<file path="config.mk">
export PLATFORM = sky130hd
export DESIGN_NAME = ssd_scan_driver
export DESIGN_NICKNAME = d
export VERILOG_FILES = /design/src/rtl/ssd_scan_driver.sv
export SDC_FILE = /design/constraint.sdc
export NUM_CORES = 1
export LEC_CHECK = 0
export CAP_MARGIN = 10
export CORE_MARGIN = 2
export CORE_UTILIZATION = 60
export CTS_CLUSTER_DIAMETER = 100
export DETAILED_ROUTE_END_ITERATION = 7
export GPL_ROUTABILITY_DRIVEN = 0
export PLACE_DENSITY_LB_ADDON = 0.05
export SETUP_SLACK_MARGIN = 0.3
export SYNTH_ARGS = -nofsm -noshare
export SYNTH_HDL_FRONTEND = slang
export SYNTH_SLANG_ARGS = --single-unit
</file>
<file path="constraint.sdc">
create_clock -name clk -period 4 [get_ports clk]
set_input_delay 0.6 -clock clk [delete_from_list [all_inputs] [get_ports clk]]
set_output_delay 0.6 -clock clk [all_outputs]
set_load 0.05 [all_outputs]
</file>
<file path="src/rtl/ssd_scan_driver.sv">
// Seven-segment scan engine: a shared double-dabble converter feeding a per-channel digit bank,
// time-multiplexed onto common anode/segment lines. Optional macro: SSD_LEADING_ZERO_BLANK_EN.
module ssd_scan_driver #(
  parameter int NUM_CH        = 2,
  parameter int DIGITS_PER_CH = 4,
  parameter int VALUE_W       = 16,
  parameter int DWELL_CYCLES  = 100000
) (
  input  logic                            clk,
  input  logic                            reset,
  input  logic [NUM_CH*VALUE_W-1:0]       values,
  output logic [NUM_CH*DIGITS_PER_CH-1:0] anode,
  output logic [6:0]                      ssd_out,
  output logic                            conv_busy,
  output logic [NUM_CH-1:0]               overflow
);
  localparam int BCD_W   = DIGITS_PER_CH * 4;
  localparam int NUM_DIG = NUM_CH * DIGITS_PER_CH;
  localparam int CH_W    = (NUM_CH > 1) ? $clog2(NUM_CH) : 1;
  localparam int DIG_W   = (DIGITS_PER_CH > 1) ? $clog2(DIGITS_PER_CH) : 1;
  localparam int IDX_W   = (NUM_DIG > 1) ? $clog2(NUM_DIG) : 1;
  localparam int CNT_W   = (VALUE_W > 1) ? $clog2(VALUE_W) : 1;
  localparam int DWELL_W = $clog2(DWELL_CYCLES);

  typedef enum logic [1:0] {IDLE, SHIFT, COMMIT} convState_t;

  convState_t                 state;
  logic [CH_W-1:0]            convCh;
  logic [CNT_W-1:0]           cnt;
  logic [VALUE_W-1:0]         sr;
  logic [BCD_W-1:0]           bcd;
  logic [BCD_W-1:0]           bcdAdj;
  logic                       ovfAcc;
  logic [NUM_CH*BCD_W-1:0]    bank;

  logic [DWELL_W-1:0]         dwell;
  logic [CH_W-1:0]            scanCh;
  logic [DIG_W-1:0]           scanDig;
  logic [IDX_W-1:0]           scanIdx;
  logic [BCD_W-1:0]           chanDigits;
  logic [3:0]                 nib;
  logic [6:0]                 segNext;

  function automatic logic [BCD_W-1:0] addThree(input logic [BCD_W-1:0] b);
    logic [BCD_W-1:0] r;
    r = b;
    for (int i = 0; i < DIGITS_PER_CH; i++)
      if (b[i*4 +: 4] >= 4'd5) r[i*4 +: 4] = b[i*4 +: 4] + 4'd3;
    return r;
  endfunction

  function automatic logic [6:0] decodeDigit(input logic [3:0] n);
    case (n)
      4'd0:    return 7'b0000001;
      4'd1:    return 7'b1001111;
      4'd2:    return 7'b0010010;
      4'd3:    return 7'b0000110;
      4'd4:    return 7'b1001100;
      4'd5:    return 7'b0100100;
      4'd6:    return 7'b0100000;
      4'd7:    return 7'b0001111;
      4'd8:    return 7'b0000000;
      4'd9:    return 7'b0000100;
      default: return 7'b1111111;
    endcase
  endfunction

  assign bcdAdj = addThree(bcd);

  // Converter control and committed digit bank
  always_ff @(posedge clk or posedge reset) begin
    if (reset) begin
      state     <= IDLE;
      convCh    <= '0;
      cnt       <= '0;
      conv_busy <= 1'b0;
      bank      <= '0;
      overflow  <= '0;
    end else begin
      case (state)
        IDLE: begin
          state     <= SHIFT;
          cnt       <= '0;
          conv_busy <= 1'b1;
        end
        SHIFT: begin
          cnt <= cnt + CNT_W'(1);
          if (cnt == CNT_W'(VALUE_W - 1)) state <= COMMIT;
        end
        COMMIT: begin
          bank[convCh*BCD_W +: BCD_W] <= bcd;
          overflow[convCh]            <= ovfAcc;
          conv_busy                   <= 1'b0;
          convCh <= (convCh == CH_W'(NUM_CH - 1)) ? '0 : convCh + CH_W'(1);
          state  <= IDLE;
        end
        default: state <= IDLE;
      endcase
    end
  end

  // Double-dabble datapath; any bit pushed past the top nibble means the value needs more digits
  always_ff @(posedge clk) begin
    case (state)
      IDLE: begin
        sr     <= values[convCh*VALUE_W +: VALUE_W];
        bcd    <= '0;
        ovfAcc <= 1'b0;
      end
      SHIFT: begin
        sr     <= {sr[VALUE_W-2:0], 1'b0};
        bcd    <= {bcdAdj[BCD_W-2:0], sr[VALUE_W-1]};
        ovfAcc <= ovfAcc | bcdAdj[BCD_W-1];
      end
      default: ;
    endcase
  end

  assign scanIdx = IDX_W'(scanCh * DIGITS_PER_CH) + IDX_W'(scanDig);

  always_comb begin
    chanDigits = bank[scanCh*BCD_W +: BCD_W];
    nib        = chanDigits[scanDig*4 +: 4];
    segNext    = decodeDigit(nib);
`ifdef SSD_LEADING_ZERO_BLANK_EN
    if (scanDig != '0 && (chanDigits >> (scanDig*4)) == '0) segNext = 7'b1111111;
`endif
    if (overflow[scanCh]) segNext = 7'b1111110;
  end

  // Scan sequencer and registered pin drivers
  always_ff @(posedge clk or posedge reset) begin
    if (reset) begin
      dwell   <= '0;
      scanCh  <= '0;
      scanDig <= '0;
      anode   <= '1;
      ssd_out <= 7'b1111111;
    end else begin
      anode   <= ~(NUM_DIG'(1) << scanIdx);
      ssd_out <= segNext;
      if (dwell == DWELL_W'(DWELL_CYCLES - 1)) begin
        dwell <= '0;
        if (scanDig == DIG_W'(DIGITS_PER_CH - 1)) begin
          scanDig <= '0;
          scanCh  <= (scanCh == CH_W'(NUM_CH - 1)) ? '0 : scanCh + CH_W'(1);
        end else begin
          scanDig <= scanDig + DIG_W'(1);
        end
      end else begin
        dwell <= dwell + DWELL_W'(1);
      end
    end
  end
endmodule
</file>
# [Yosys cells after proc, flatten, opt, wreduce, memory -nomap -nowiden]
# Memories as Yosys holds them, arrays and structs flattened.
# Index checks and enable logic that the tools add are counted.
[word_totals] ff_bits=110 latchBits=0 mem_bits_rw=0 mem_bits_ro=112 input_bits=34 out_inout_bits=18 mem_count=1
[memory_table] name="(no name shown)" depth=16 width=7 rd=1 rd_clocked_by_memory_dff=0 wr=0 line="53" source="case (n)"
[op_classes] addsub=11 n_mul=0 n_div=0 magnitude_cmp=7 eq_ne=6 shifts=6 n_mux=22 bitwise=2 reduce_logical=5
[op_table] cell="one-hot mux 16 bit (2 select lines)" count=2
[op_table] cell="indexed part select 32 x 6 -> 16 bit" count=2
[op_table] cell="negation 5 -> 34 bit" count=1
[op_table] cell="variable shift 16 x 34 -> 32 bit, first input constant" count=1
[op_table] cell="indexed part select 16 x 34 -> 32 bit" count=1
[op_table] cell="bitwise mux 32 bit" count=1
[op_table] cell="adder 17 x 1 -> 17 bit, second input constant" count=1
[op_table] cell="equality test 17 bit, second input constant" count=1
[op_table] cell="two-way mux 17 bit" count=1
[op_table] cell="adder 4 x 2 -> 4 bit, second input constant" count=4
[op_table] cell="greater-or-equal comparator 4 x 3 -> 1 bit, second input constant" count=4
[op_table] cell="two-way mux 4 bit" count=4
[op_table] cell="indexed part select 16 x 5 -> 4 bit" count=1
[op_table] cell="inverter 8 bit" count=1
[op_table] cell="one-hot mux 4 bit (2 select lines)" count=1
[op_table] cell="left shift 1 x 3 -> 8 bit, first input constant" count=1
[op_table] cell="two-way mux 7 bit" count=1
[op_table] cell="two-way mux 1 bit" count=5
[op_table] cell="adder 4 x 1 -> 4 bit, second input constant" count=1
[op_table] cell="equality test 2 bit, second input constant" count=2
[op_table] cell="equality test 4 bit, second input constant" count=1
[op_table] cell="less-than comparator 1 x 2 -> 1 bit, second input constant" count=2
[op_table] cell="two-way mux 2 bit" count=2
[op_table] cell="one-hot mux 1 bit (2 select lines)" count=2
[op_table] cell="other kinds (14)" count=16

# [Logic depth before layout (Yosys ltp)]
[depth] depth_word=5 ltp_mapped=8 mapped_depth_nobuf=7

# [Worst setup path before layout]
# No wires, ideal clock.
[synth_path] path_type="register to register" startpoint="reg state[1]" endpoint="reg bcd[11], data pin" arrival_ns=1.990 t_required_ns=3.853 path_slack_ns=1.863 stages_incl_launch_ff=6 n_path_buf=2 synth_period_minus_slack_ns=2.137 cell_sequence="dfrtp_1 -> clkbuf_1 -> inv_1 -> nand2_1 -> clkbuf_1 -> a21oi_1"
[synth_via] elab_chain_len=2 word_cells_on_any_way=3
[synth_rtl] element="start, declared" line="27" source="convState_t state;"
[synth_rtl] element="start signal, assigned" line="73" source="state <= IDLE;"
[synth_rtl] element="start signal, assigned" line="82" source="state <= SHIFT;"
[synth_rtl] element="start signal, assigned" line="88" source="if (cnt == CNT_W'(VALUE_W - 1)) state <= COMMIT;"
[synth_rtl] element="equality test 2 x 1 -> 1 bit or zero test 2 bit (tied branches)" line="104" source="case (state)"
[synth_rtl] element="one-hot mux 16 bit (2 select lines) (*)" line="104"
[synth_rtl] element="end signal, assigned" line="112" source="bcd <= {bcdAdj[BCD_W-2:0], sr[VALUE_W-1]};"
[synth_rtl] element="end, declared" line="31" source="logic [BCD_W-1:0] bcd;"
# Mark *: on every way between the ends. The rest lies on a longest branch, timed or not.
# A chain may end at the register's enable or synchronous reset.

# [Worst setup path after layout]
[layout_path] startpoint="reg scanCh" endpoint="reg ssd_out[6]"
[layout_via] elab_chain_len=4 word_cells_on_any_way=6
[layout_rtl] element="start, declared" line="37" source="logic [CH_W-1:0] scanCh;"
[layout_rtl] element="start signal, assigned" line="146" source="scanCh <= (scanCh == CH_W'(NUM_CH - 1)) ? '0 : scanCh + CH_W'(1);"
[layout_rtl] element="indexed part select 32 x 6 -> 16 bit" line="122" source="chanDigits = bank[scanCh*BCD_W +: BCD_W];"
[layout_rtl] element="indexed part select 16 x 5 -> 4 bit" line="123" source="nib = chanDigits[scanDig*4 +: 4];"
[layout_rtl] element="memory read (16 x 7 bit)"
[layout_rtl] element="two-way mux 7 bit (*)" line="128" source="if (overflow[scanCh]) segNext = 7'b1111110;"
[layout_rtl] element="named net segNext[6]" line="42" source="logic [6:0] segNext;"
[layout_rtl] element="end signal, assigned" line="141" source="ssd_out <= segNext;"
[layout_rtl] element="end, declared" line="13" source="output logic [6:0] ssd_out,"
# The timed path passes the listed nets; every way through them passes the cells marked *. The select of a mux whose other input is x is not followed.

==> out/metrics.csv <==
stage,metric,value,unit
finish,proportion of layout cells with a drive suffix above 1,0.168,
detailed_routing,Avg WL per Cell,15.0,um
grt,grt ovf,0,
detailed_routing,Via Count,3308,
grt,initial antenna violation count,0,
clocking,# Post-CTS Setup Buffers,0,
detailed_routing,drt first pass iters,4,
clocking,CTS root buf,clkbuf_8,
detailed_routing,routed vias/inst,5.56,
clocking,post-cts repair resize count,0,
floorplan,initial core utilization,0.610,
sta,Setup Total Neg Slack,0,ns
flow_run,MaxCap Viol Count,0,
synth,Ys Warns,0,
detailed_routing,DR iter-0 viols,126,
floorplan,num rows,34,
synth,Synth Net Count,486,
sta,final setup vio count,0,
sta,Max Clk Rate,394,MHz
sta,Final min period,2.54,ns
worst_setup_path,kind of critical path,reg -> reg,
detailed_routing,Post-Route WL,8.95,mm
sta,RSZ-0062 raised after global routing,false,
clocking,"CTS clk-pin slew, worst paths",0.11,ns
clocking,worst skew pair latency,0.38,ns
floorplan,core area,8640,um2
hold_path,worst min-delay path category,in -> async,
synth,Yosys cell types,47,
sta,Max-slew headroom,0.338,
worst_setup_path,endpoint class of the critical path,register,
clocking,CTS Buf Count,9,
sta,period utilization,0.635,
status,outcome,completed,
worst_setup_path,CP Launch Type,register,
detailed_routing,Antenna Nets Post-Route,0,
worst_setup_path,"Data required, critical path",4.29,ns
synth,Post-synth EDFFs,33,
finish,# fillers,675,
clocking,CTS Buffer Depth,2,
synth,Post-Syn Area per Cell,12.2,um2
sta,Worst-Margin Slew,0.990,ns
finish,most common library cell in the layout ignoring fill and taps,dfrtp_1,
detailed_routing,DRC viols,0,
pwr,power density cells,513,nW/um2
clocking,H-tree Lvls,3,
grt,vias in the first global route,3323,
grt,total track usage,0.206,
pwr,Leakage Power,2.55,nW
finish,P&R area growth vs syn,15.0,%
grt,largest net degree at the start of global routing,45,
synth,cell area after synthesis,5270,um2
finish,Final nets,537,
floorplan,# IOs,52,
sta,final hold vios,0,
sta,setup ws final,1.46,ns
floorplan,Die Span Y,97.7,um
clocking,Sink Count,110,
grt,first-pass GRT wire length,15.7,mm
floorplan,Die Footprint,9550,um2
synth,Mapped Cells,431,
synth,"Async S/R FF share, synth",0.700,
synth,Seq cells post-synth,110,
sta,clk_skew,0.0129,ns
floorplan,chip width,97.7,um
synth,Main synth FF type,dfrtp_1,
placement,Port-buffer cells,51,
pwr,maximum vdd drop,0.000344,V
synth,sequential fraction of the synthesis area,0.557,
worst_setup_path,Worst EP arrival,2.83,ns
clocking,Hold Buf Count CTS,0,
sta,final hold slack,0.464,ns
sta,final max-slew violation count,0,
clocking,TritonCTS clock tree,yes,
finish,Antenna Cells,0,
worst_setup_path,CP Max Fanout,19,
placement,DP HPWL,6.35,mm
placement,Place WS,1.48,ns
finish,"commonest cells after routing, fill and taps aside","dfrtp_1, clkdlybuf4s50_1, nand2_1",
worst paths after layout:
path	slack [ns]	to	startpoint	depth (start not counted)
worst max-delay path	1.46	ssd_out[6]$_DFF_PP1_	scanCh$_DFFE_PP0P_	6
worst min-delay path	0.46	dwell[6]$_DFF_PP0_	reset	2
worst max register to register	1.46	ssd_out[6]$_DFF_PP1_	scanCh$_DFFE_PP0P_	6
worst min register to register	0.49	bank[17]$_DFFE_PP0P_	bank[17]$_DFFE_PP0P_	2
max in group asynchronous	2.70	ssd_out[6]$_DFF_PP1_	reset	3
min in group clk	0.49	bank[17]$_DFFE_PP0P_	bank[17]$_DFFE_PP0P_	2
cell families after synthesis:
group,synth area share
xor gates and xnor gates,0.0366
DFF,0.557
AOI/OAI and AO/OA,0.0667
muxes,0.149
adders and majority gates,0.0499
buffers and inverters,0.0283
and+or+nand+nor,0.112
metal layers:
metal | global-route usage | vias up | share of wire
met2 | 0.334 | 40 | 0.48
met5 | 0 | - | 0
met4 | 0.0630 | 0 | 0.012
met3 | 0.0489 | 10 | 0.028
met1 | 0.280 | 1642 | 0.48
li1 | - | 1616 | -
power by group:
group	total [W]	switching, W	leakage, nW	internal (W)
Sequential	0.00160	0.000161	1.32	0.00144
Clock	0.000636	0.000385	0.0920	0.000251
Combinational	0.000875	0.000458	1.13	0.000417
area by class of cell:
| type | count | area, um2 | area share |
|---|---|---|---|
| tap | 108 | 135 | 0.0223 |
| clock buffer | 11 | 141 | 0.0233 |
| sequential | 110 | 2940 | 0.485 |
| inverter | 17 | 63.8 | 0.0105 |
| clock inverter | 5 | 42.5 | 0.00702 |
| timing repair buffer | 57 | 556 | 0.0917 |
| multi-input combinational | 287 | 2180 | 0.360 |
stage by stage:
step	std cells	utilization	area, um2	total power, W
final	595	0.702	6060	0.00311
after global routing	595	0.702	6060	0.00330
after CTS	595	0.702	6060	0.00313
after floorplan	431	-	5270	0.00223
after detailed placement	579	0.680	5870	0.00250
after global placement	579	0.680	5870	0.00246
cells in the mapped netlist, drive strengths merged (3+ instances only):
| cell type | n | area share |
|---|---|---|
| mux2 | 33 | 0.071 |
| nor2b | 6 | 0.0071 |
| xor2 | 12 | 0.020 |
| nand2 | 49 | 0.035 |
| dfrtp | 62 | 0.29 |
| a211oi | 6 | 0.0095 |
| buf | 6 | 0.0083 |
| nor2 | 24 | 0.017 |
| mux4 | 8 | 0.034 |
| a22oi | 3 | 0.0043 |
| inv | 16 | 0.011 |
| nand3 | 6 | 0.0057 |
| ha | 21 | 0.050 |
| nand4 | 5 | 0.0059 |
| nand2b | 10 | 0.012 |
| nor3 | 5 | 0.0047 |
| xnor2 | 10 | 0.017 |
| and3 | 3 | 0.0038 |
| a21oi | 12 | 0.011 |
| dfstp | 15 | 0.075 |
| edfxtp | 33 | 0.19 |
| o21ai | 32 | 0.030 |
| clkbuf | 11 | 0.0078 |
| mux2i | 23 | 0.044 |
| and4 | 3 | 0.0050 |
worst max-delay path, stage by stage, from the launching register on:
cell     delay (ns)
dfrtp_1        0.78
mux4_2         0.58
mux2i_1        0.43
inv_1          0.18
ha_1           0.25
mux2i_1        0.14
a22oi_1        0.09
state kept, by name, summed over array words and instances (netlist names), 4 cells and up:
signal / cells
anode: 8
bank: 32
bcd: 16
cnt: 4
dwell: 17
sr: 16
ssd_out: 7
No activity file was read; power rests on OpenSTA's default activity.
